### config.mk
export PLATFORM = sky130hd
export DESIGN_NAME = fetch_unit
export DESIGN_NICKNAME = d
export VERILOG_FILES = /design/src/rtl/fetch_unit_pkg.sv /design/src/rtl/fetch_unit_callstack_lifo.sv /design/src/rtl/fetch_unit.sv
export SDC_FILE = /design/constraint.sdc
export NUM_CORES = 1
export LEC_CHECK = 0
export ABC_AREA = 1
export BUFFER_PORTS_ARGS = -buffer_cell sky130_fd_sc_hd__buf_2
export CAP_MARGIN = 20
export CORE_MARGIN = 5
export CORE_UTILIZATION = 29
export DETAILED_ROUTE_END_ITERATION = 8
export GPL_ROUTABILITY_DRIVEN = 0
export SLEW_MARGIN = 20
export SYNTH_ARGS = -nofsm -noshare
export SYNTH_HDL_FRONTEND = slang
export SYNTH_SLANG_ARGS = --single-unit
### constraint.sdc
create_clock -name clk -period 3.5 [get_ports clk]
set_input_delay 0.7 -clock clk [delete_from_list [all_inputs] [get_ports clk]]
set_output_delay 0.7 -clock clk [all_outputs]
set_load 0.05 [all_outputs]
### src/rtl/fetch_unit_pkg.sv
// Shared CU/PE/fetch definitions: word width, fetch reset/return constants and opcodes.
// Imported by the fetch front end and its call-stack sub-module.
package fetch_unit_pkg;

  localparam int WORD = 16;
  localparam logic [WORD-1:0] PC_RESET = '0;
  // A return skips the call word and its address word.
  localparam int RET_OFFSET = 2;

  typedef enum logic [3:0] {
    OP_NOP   = 4'h0,
    OP_LOAD  = 4'h1,
    OP_STORE = 4'h2,
    OP_ADD   = 4'h3,
    OP_SUB   = 4'h4,
    OP_JUMP  = 4'h8,
    OP_JUMPF = 4'h9,
    OP_CALL  = 4'hA,
    OP_RET   = 4'hB,
    OP_HALT  = 4'hF
  } opcode_e;

endpackage

### src/rtl/fetch_unit_callstack_lifo.sv
// Shift-register LIFO for return addresses; slot 0 is the top of stack.
// A push into a full stack drops the oldest (deepest) entry.
module callstack_lifo #(
  parameter int DEPTH = 4,
  parameter int WIDTH = 16
) (
  input  logic             clk,
  input  logic             reset,
  input  logic             push,
  input  logic             pop,
  input  logic [WIDTH-1:0] din,
  output logic [WIDTH-1:0] top,
  output logic             empty,
  output logic             full
);

  localparam int CNT_W = $clog2(DEPTH + 1);

  logic [WIDTH-1:0] stack_reg  [DEPTH];
  logic [WIDTH-1:0] stack_next [DEPTH];
  logic [CNT_W-1:0] count_reg, count_next;

  genvar gi;
  generate
    for (gi = 0; gi < DEPTH; gi++) begin : g_slot
      logic [WIDTH-1:0] above;
      logic [WIDTH-1:0] below;
      if (gi == 0) begin : g_first
        assign above = din;
      end else begin : g_mid_above
        assign above = stack_reg[gi-1];
      end
      if (gi == DEPTH - 1) begin : g_last
        assign below = '0;
      end else begin : g_mid_below
        assign below = stack_reg[gi+1];
      end
      // Simultaneous push/pop replaces the top in place.
      assign stack_next[gi] = (push && pop) ? ((gi == 0) ? din : stack_reg[gi]) :
                              push          ? above :
                              pop           ? below :
                                              stack_reg[gi];
    end
  endgenerate

  always_comb begin
    count_next = count_reg;
    if (push && !pop && (count_reg != CNT_W'(DEPTH)))
      count_next = count_reg + 1'b1;
    else if (pop && !push && (count_reg != '0))
      count_next = count_reg - 1'b1;
  end

  always_ff @(posedge clk or negedge reset) begin
    if (!reset) begin
      count_reg <= '0;
      for (int i = 0; i < DEPTH; i++) stack_reg[i] <= '0;
    end else begin
      count_reg <= count_next;
      for (int i = 0; i < DEPTH; i++) stack_reg[i] <= stack_next[i];
    end
  end

  assign top   = stack_reg[0];
  assign empty = (count_reg == '0);
  assign full  = (count_reg == CNT_W'(DEPTH));

endmodule

### src/rtl/fetch_unit.sv
// Instruction-fetch front end: PC, prefetch FIFO of {ir, pc} pairs and the
// hardware call stack, feeding decode over a valid/ready handshake.
module fetch_unit
  import fetch_unit_pkg::*;
#(
  parameter int WORD_W     = WORD,
  parameter int FIFO_DEPTH = 4,
  parameter int CALL_DEPTH = 4
) (
  input  logic              clk,
  input  logic              reset,
  output logic [WORD_W-1:0] imem_addr,
  input  logic [WORD_W-1:0] imem_data,
  output logic              out_valid,
  input  logic              out_ready,
  output logic [WORD_W-1:0] out_ir,
  output logic [WORD_W-1:0] out_pc,
  input  logic              redirect,
  input  logic [WORD_W-1:0] redirect_pc,
  input  logic              call,
  input  logic [WORD_W-1:0] call_pc,
  input  logic              ret,
  input  logic              halt,
  output logic              stk_ovf,
  output logic              stk_unf
);

  localparam int PTR_W = $clog2(FIFO_DEPTH);
  localparam int CNT_W = $clog2(FIFO_DEPTH + 1);

  logic [WORD_W-1:0] pc_reg, pc_next;
  logic [PTR_W-1:0]  rd_ptr_reg, rd_ptr_next;
  logic [PTR_W-1:0]  wr_ptr_reg, wr_ptr_next;
  logic [CNT_W-1:0]  count_reg, count_next;
  logic              stk_ovf_reg, stk_unf_reg;

  logic [WORD_W-1:0] ir_mem [FIFO_DEPTH];
  logic [WORD_W-1:0] pc_mem [FIFO_DEPTH];

  logic              pop, flush, fetch;
  logic              stk_push;
  logic              stk_empty, stk_full;
  logic [WORD_W-1:0] stk_top;
  logic [WORD_W-1:0] target;

  callstack_lifo #(
    .DEPTH (CALL_DEPTH),
    .WIDTH (WORD_W)
  ) u_stack (
    .clk   (clk),
    .reset (reset),
    .push  (stk_push),
    .pop   (ret),
    .din   (call_pc),
    .top   (stk_top),
    .empty (stk_empty),
    .full  (stk_full)
  );

  // ret outranks redirect/call: the push is suppressed and redirect_pc ignored.
  assign stk_push = call && !ret;
  assign flush    = redirect || ret;
  assign pop      = out_valid && out_ready;
  assign fetch    = !halt && !flush && ((count_reg != CNT_W'(FIFO_DEPTH)) || pop);

  always_comb begin
    target = redirect_pc;
    if (ret)
      target = stk_empty ? WORD_W'(RET_OFFSET) : stk_top + WORD_W'(RET_OFFSET);
  end

  always_comb begin
    pc_next     = pc_reg;
    rd_ptr_next = rd_ptr_reg;
    wr_ptr_next = wr_ptr_reg;
    count_next  = count_reg;
    if (flush) begin
      pc_next     = target;
      rd_ptr_next = '0;
      wr_ptr_next = '0;
      count_next  = '0;
    end else begin
      if (fetch) begin
        pc_next     = pc_reg + 1'b1;
        wr_ptr_next = wr_ptr_reg + 1'b1;
      end
      if (pop)
        rd_ptr_next = rd_ptr_reg + 1'b1;
      if (fetch && !pop)
        count_next = count_reg + 1'b1;
      else if (pop && !fetch)
        count_next = count_reg - 1'b1;
    end
  end

  always_ff @(posedge clk or negedge reset) begin
    if (!reset) begin
      pc_reg      <= WORD_W'(PC_RESET);
      rd_ptr_reg  <= '0;
      wr_ptr_reg  <= '0;
      count_reg   <= '0;
      stk_ovf_reg <= 1'b0;
      stk_unf_reg <= 1'b0;
    end else begin
      pc_reg     <= pc_next;
      rd_ptr_reg <= rd_ptr_next;
      wr_ptr_reg <= wr_ptr_next;
      count_reg  <= count_next;
      if (stk_push && stk_full)
        stk_ovf_reg <= 1'b1;
      if (ret && stk_empty)
        stk_unf_reg <= 1'b1;
    end
  end

  // Storage needs no reset: entries are only visible while count is nonzero.
  always_ff @(posedge clk) begin
    if (fetch) begin
      ir_mem[wr_ptr_reg] <= imem_data;
      pc_mem[wr_ptr_reg] <= pc_reg;
    end
  end

  assign imem_addr = pc_reg;
  assign out_valid = (count_reg != '0);
  assign out_ir    = out_valid ? ir_mem[rd_ptr_reg] : '0;
  assign out_pc    = out_valid ? pc_mem[rd_ptr_reg] : '0;
  assign stk_ovf   = stk_ovf_reg;
  assign stk_unf   = stk_unf_reg;

endmodule

* Word-level counts from Yosys, hierarchy flattened *
Memories as Yosys holds them, arrays and structs flattened.
Cells that the tools add are included.

word-level totals
  flip-flop bits (word level) = 92
  memory bits (writable) = 128
  bits of input ports = 55
  output and inout port bits = 51
  logic and storage cells = 82
  memories = 2

operators by class
  add/sub/neg operators = 8
  eq/ne operators = 3
  muxes and demuxes = 26
  bitwise gates (word level) = 1
  reductions and logical operators = 31

memory list
  name    depth  bits a word  read ports  clocked after Yosys merged registers in  wr ports  line              RTL
  ir_mem  4      16           1           0                                        1         fetch_unit.sv:37  logic [WORD_W-1:0] ir_mem [FIFO_DEPTH];
  pc_mem  4      16           1           0                                        1         fetch_unit.sv:38  logic [WORD_W-1:0] pc_mem [FIFO_DEPTH];

operators by type and width
  operator                                           number
  two-way mux 16 bit                                 15
  adder 16 x 1 -> 16 bit (second input constant)     1
  adder 16 x 2 -> 16 bit (second input constant)     1
  two-way mux 3 bit                                  5
  logical AND 1 bit                                  13
  nonzero test 3 bit                                 4
  two-way mux 2 bit                                  4
  nonzero test 2 bit                                 4
  adder 3 x 1 -> 3 bit (second input constant)       2
  zero test 1 bit                                    6
  inequality test 3 bit (second input constant)      2
  subtractor 3 x 1 -> 3 bit (second input constant)  2
  adder 2 x 1 -> 2 bit (second input constant)       2
  == test 3 bit (second input constant)              1
  zero test 3 bit                                    1
  logical OR 1 bit                                   2
  two-way mux 1 bit                                  2
  AND reduction 2 bit                                1
  inverter 1 bit                                     1

* Logic depth before layout (Yosys ltp) *
  depth in word-level cells = 9
  depth in mapped cells = 10
  mapped depth without buffers = 9

* Cells and area by module *
A second synthesis with hierarchy kept.

second synthesis, totals
  cells, all modules = 1061
  area total of the unflattened synthesis = 10044.6 um2

modules (own cells, without submodules)
  module          times used  cells each  area each (um2)
  fetch_unit      1           700         6986.7
  callstack_lifo  1           361         3057.9

* Least setup slack after synthesis *
No wires, ideal clock.

  path kind = input-to-reg
  from = in redirect
  to = mem ir_mem[0][0] (netlist bit) (enable)
  arrival = 2.374 ns
  required time = 3.079 ns
  slack = 0.705 ns
  cell stages on the path = 3
  path buffers = 0
  path through = nor2_2 > nand3_2 > nor2_1

on the way
  longest elaborated chain between the ends = 6

RTL lines
  element                                  line               RTL
  start, declared                          fetch_unit.sv:18   input logic redirect,
  logical OR 1 bit                         fetch_unit.sv:62   assign flush = redirect || ret;
  zero test 1 bit                          fetch_unit.sv:64   assign fetch = !halt && !flush && ((count_reg != CNT_W'(FIFO_DEPTH)) || pop);
  logical AND 1 bit (2 in series)          fetch_unit.sv:64
  two-way mux 1 bit                        fetch_unit.sv:118  if (fetch) begin
  two-way mux 1 bit (implied by the code)  fetch_unit.sv:119  ir_mem[wr_ptr_reg] <= imem_data;
  end, declared                            fetch_unit.sv:37

No other way between the ends.

* Final worst setup path *
  from = reg rd_ptr_reg[0]
  to = out out_pc[5]

on the way
  longest elaborated chain between the ends = 2

RTL lines
  element                 line               RTL
  start, declared         fetch_unit.sv:32   logic [PTR_W-1:0] rd_ptr_reg, rd_ptr_next;
  start signal, assigned  fetch_unit.sv:106  rd_ptr_reg <= rd_ptr_next;
  memory (4 x 16 bit)     --
  two-way mux 16 bit      fetch_unit.sv:127  assign out_pc = out_valid ? pc_mem[rd_ptr_reg] : '0;
  end, declared           fetch_unit.sv:17   output logic [WORD_W-1:0] out_pc,

No other way between the ends.

==> impl_metrics.csv <==
group,metric,value,unit
status,status,"complete, no violations",
clocking,cts_root_buffer,"clkbuf_16",
timing,report.final.slew_viol_count,0,
pwr,ir_drop,0.321,mV
placement,dp_hpwl,15900,um
drt,drtPass1Iterations,5,
synthesis,synthCells,963,
finish,regArea,6150,um^2
worst_setup_path,crit_path_start_kind,"register",
timing,fmax,324,MHz
clocking,clk_pin_slew_worst_paths,0.06,ns
timing,grt_setup_unrepaired,"false",
finish,design_area,11500,um^2
worst_setup_path,worst-r2r-cell-count,8,
global_route,track_usage,12.8,%
worst_setup_path,rrSetupSlack,1.56,ns
timing,max_slew_margin,42.1,%
placement,io_buffers,105,
synthesis,ys_seq_elements,220,
finish,multiInputGateArea,3050,um^2
clocking,cts_tree,"yes",
synthesis,synth_area,9730,um^2
clocking,cts.path.max_buffers,3,
synthesis,yosysTopAreaCell,"edfxtp_1",
drt,via_per_inst,4.73,
timing,hold_violations,0,
min_path,min_path_type,"primary input to asynchronous set/reset pin",
drt,ant_nets,0,
finish,drive_gt1_share,16.8,%
global_route,grt_pass1_wl,39400,um
clocking,clk_latency,0.52,ns
timing,worst_pin_slew,0.867,ns
timing,fin_worst_skew,0.0155,ns
run,cap_violations,0,
worst_setup_path,end_kind,"output pin",
synthesis,yosys_warnings,0,
clocking,cts.repair.resized,0,
die,fp.dieH,193,um
global_route,grt_max_degree,66,
worst_setup_path,worstPathRequired,2.80,ns
placement,place_area,10800,um^2
clocking,cts_setup_buffers,0,
synthesis,synth.top_cell.area_share,39.5,%
clocking,cts_hold_buf,0,
synthesis,synth_area_leaders,"edfxtp_1 39%, dfrtp_1 24%, nor2_1 6.5%",
clocking,clock_sinks,220,
worst_setup_path,critPathArrivalTime,2.39,ns
synthesis,synth_commonest_cells,"168 x nor2_1, 142 x nand2_1, 128 x edfxtp_1",
synthesis,synth_nets,1026,
timing,fin_setup_tns,0,ns
clocking,numCtsBuffers,23,
synthesis,async_flop_share,41.8,%
die,core.rowCount,67,
die,dieArea,37300,um^2
synthesis,ys.flop_type,"edfxtp_1",
global_route,overflow,0,
synthesis,postSynthAreaPerCell,10.1,um^2
synthesis,ys_types,43,
pwr,p_leak,4.51,nW
die,die_w,193,um
drt,wire_per_inst,16.1,um
worst_setup_path,setup.worst_path.start,"rd_ptr_reg[0]",
synthesis,yosysSeqAreaShare,63.1,%
finish,fillers,3418,
global_route,grt_pass1_vias,7021,
worst_setup_path,crit_fanout,56,
finish,finish.net_count,1123,
worst_setup_path,r2r_end,"imem_addr[8]",
timing,post-route-period-util,88.3,%
global_route,grt_antenna_before_repair,0,
worst_setup_path,path_class,"register to output pin",
finish,syn2layout_area_growth,18.2,%
timing,setup_viol,0,
synthesis,yosysMostFrequentCell,"nor2_1",
drt,drcViolationCount,0,
die,initial_core_util,29.2,%
die,core-area,33400,um^2
drt,vias,7192,
synthesis,synth_enable_flop_cells,128,
worst_setup_path,r2r-start,"count_reg[2]",
die,ios,106,
drt,routed_wl,24600,um
drt,drt_iter0_markers,431,
pwr,pwr_density_cell,649,nW/um^2
timing,period_minus_slack,3.09,ns
clocking,cts_max_level,1,
[critical path: stages, from the launching register on]
cell and delay (ns):
dfrtp_2 0.40, inv_2 0.63, o21ai_0 0.20, a21oi_1 0.31, buf_2 0.33
[power breakdown]
group | total [mW] | internal (mW) | leakage [nW] | switching, mW
Sequential | 3.15 | 2.97 | 2.37 | 0.179
Clock | 2.38 | 1.41 | 0.361 | 0.971
Combinational | 1.94 | 0.437 | 1.78 | 1.50
[cell type report]
cell class | count | share of cell area (%)
Antenna cell | 1 | 0.0217
Clock buffer | 35 | 5.92
Clock inverter | 3 | 0.478
Inverter | 90 | 2.94
Multi-Input combinational cell | 603 | 26.5
Sequential cell | 220 | 53.4
Tap cell | 448 | 4.87
Timing Repair Buffer | 122 | 5.81
[routing by layer]
layer  wire length (um)  track usage (%)  vias up
li1                   -                -     3494
met1              11300             18.5     3466
met2              11500             20.6      206
met3               1430             2.50       26
met4                311             1.86        0
met5                  0                0        -
[worst max-delay path by stage]
| stage | to | slack (ns) | depth (start not counted) |
|---|---|---|---|
| global placement | imem_addr[8] | 0.88 | 8 |
| detailed placement | imem_addr[8] | 0.83 | 8 |
| floorplan | ir_mem[0][0] | 0.71 | 3 |
| global route | out_ir[0] | 0.20 | 5 |
| CTS | out_ir[15] | 0.38 | 5 |
| finish | out_pc[5] | 0.41 | 4 |
[cell families (layout without fill, tap and decap cells)]
family,count (synthesis),after routing,synth area share [%]
fa+ha+maj,8,8,1.18
compound gates,231,231,14.4
mux,1,1,0.116
buf+inv,140,250,5.80
simple gates,355,355,14.7
xor+xnor,8,8,0.720
flops,220,220,63.1
other cells,0,1,0
[cell usage in the layout (no fill, tap or decap), types with 2 or more instances in the layout]
cell type	count
a221oi_2	2
o211ai_1	12
edfxtp_1	128
nor2_2	5
xnor2_1	3
dfrtp_1	91
nand4_1	5
a21oi_1	45
xor2_1	5
nor2_4	6
clkbuf_16	23
a22oi_1	4
o22ai_1	15
nand3_1	24
nor2_1	164
o21ai_0	102
clkbuf_8	6
a31oi_1	3
o21ai_1	5
o221ai_1	33
buf_4	17
nand2_1	142
ha_1	6
buf_2	104
clkbuf_1	6
nor3_1	3
fa_1	2
inv_1	86
o21bai_1	3
a22o_1	2
inv_2	4
[stage by stage]
step                util (%)  instances  setup WS, ns  hold WS (ns)  total power, mW
global route            34.5       1521         0.199         0.263             7.84
detailed placement      32.3       1483         0.826         0.455             5.16
CTS                     34.5       1521         0.381         0.228             7.56
global placement        32.3       1483         0.877         0.450             5.13
floorplan                  -        963         0.705         0.404             4.55
finish                  34.5       1522         0.411         0.209             7.46
Note: power is estimated with default switching activity, not from simulation.
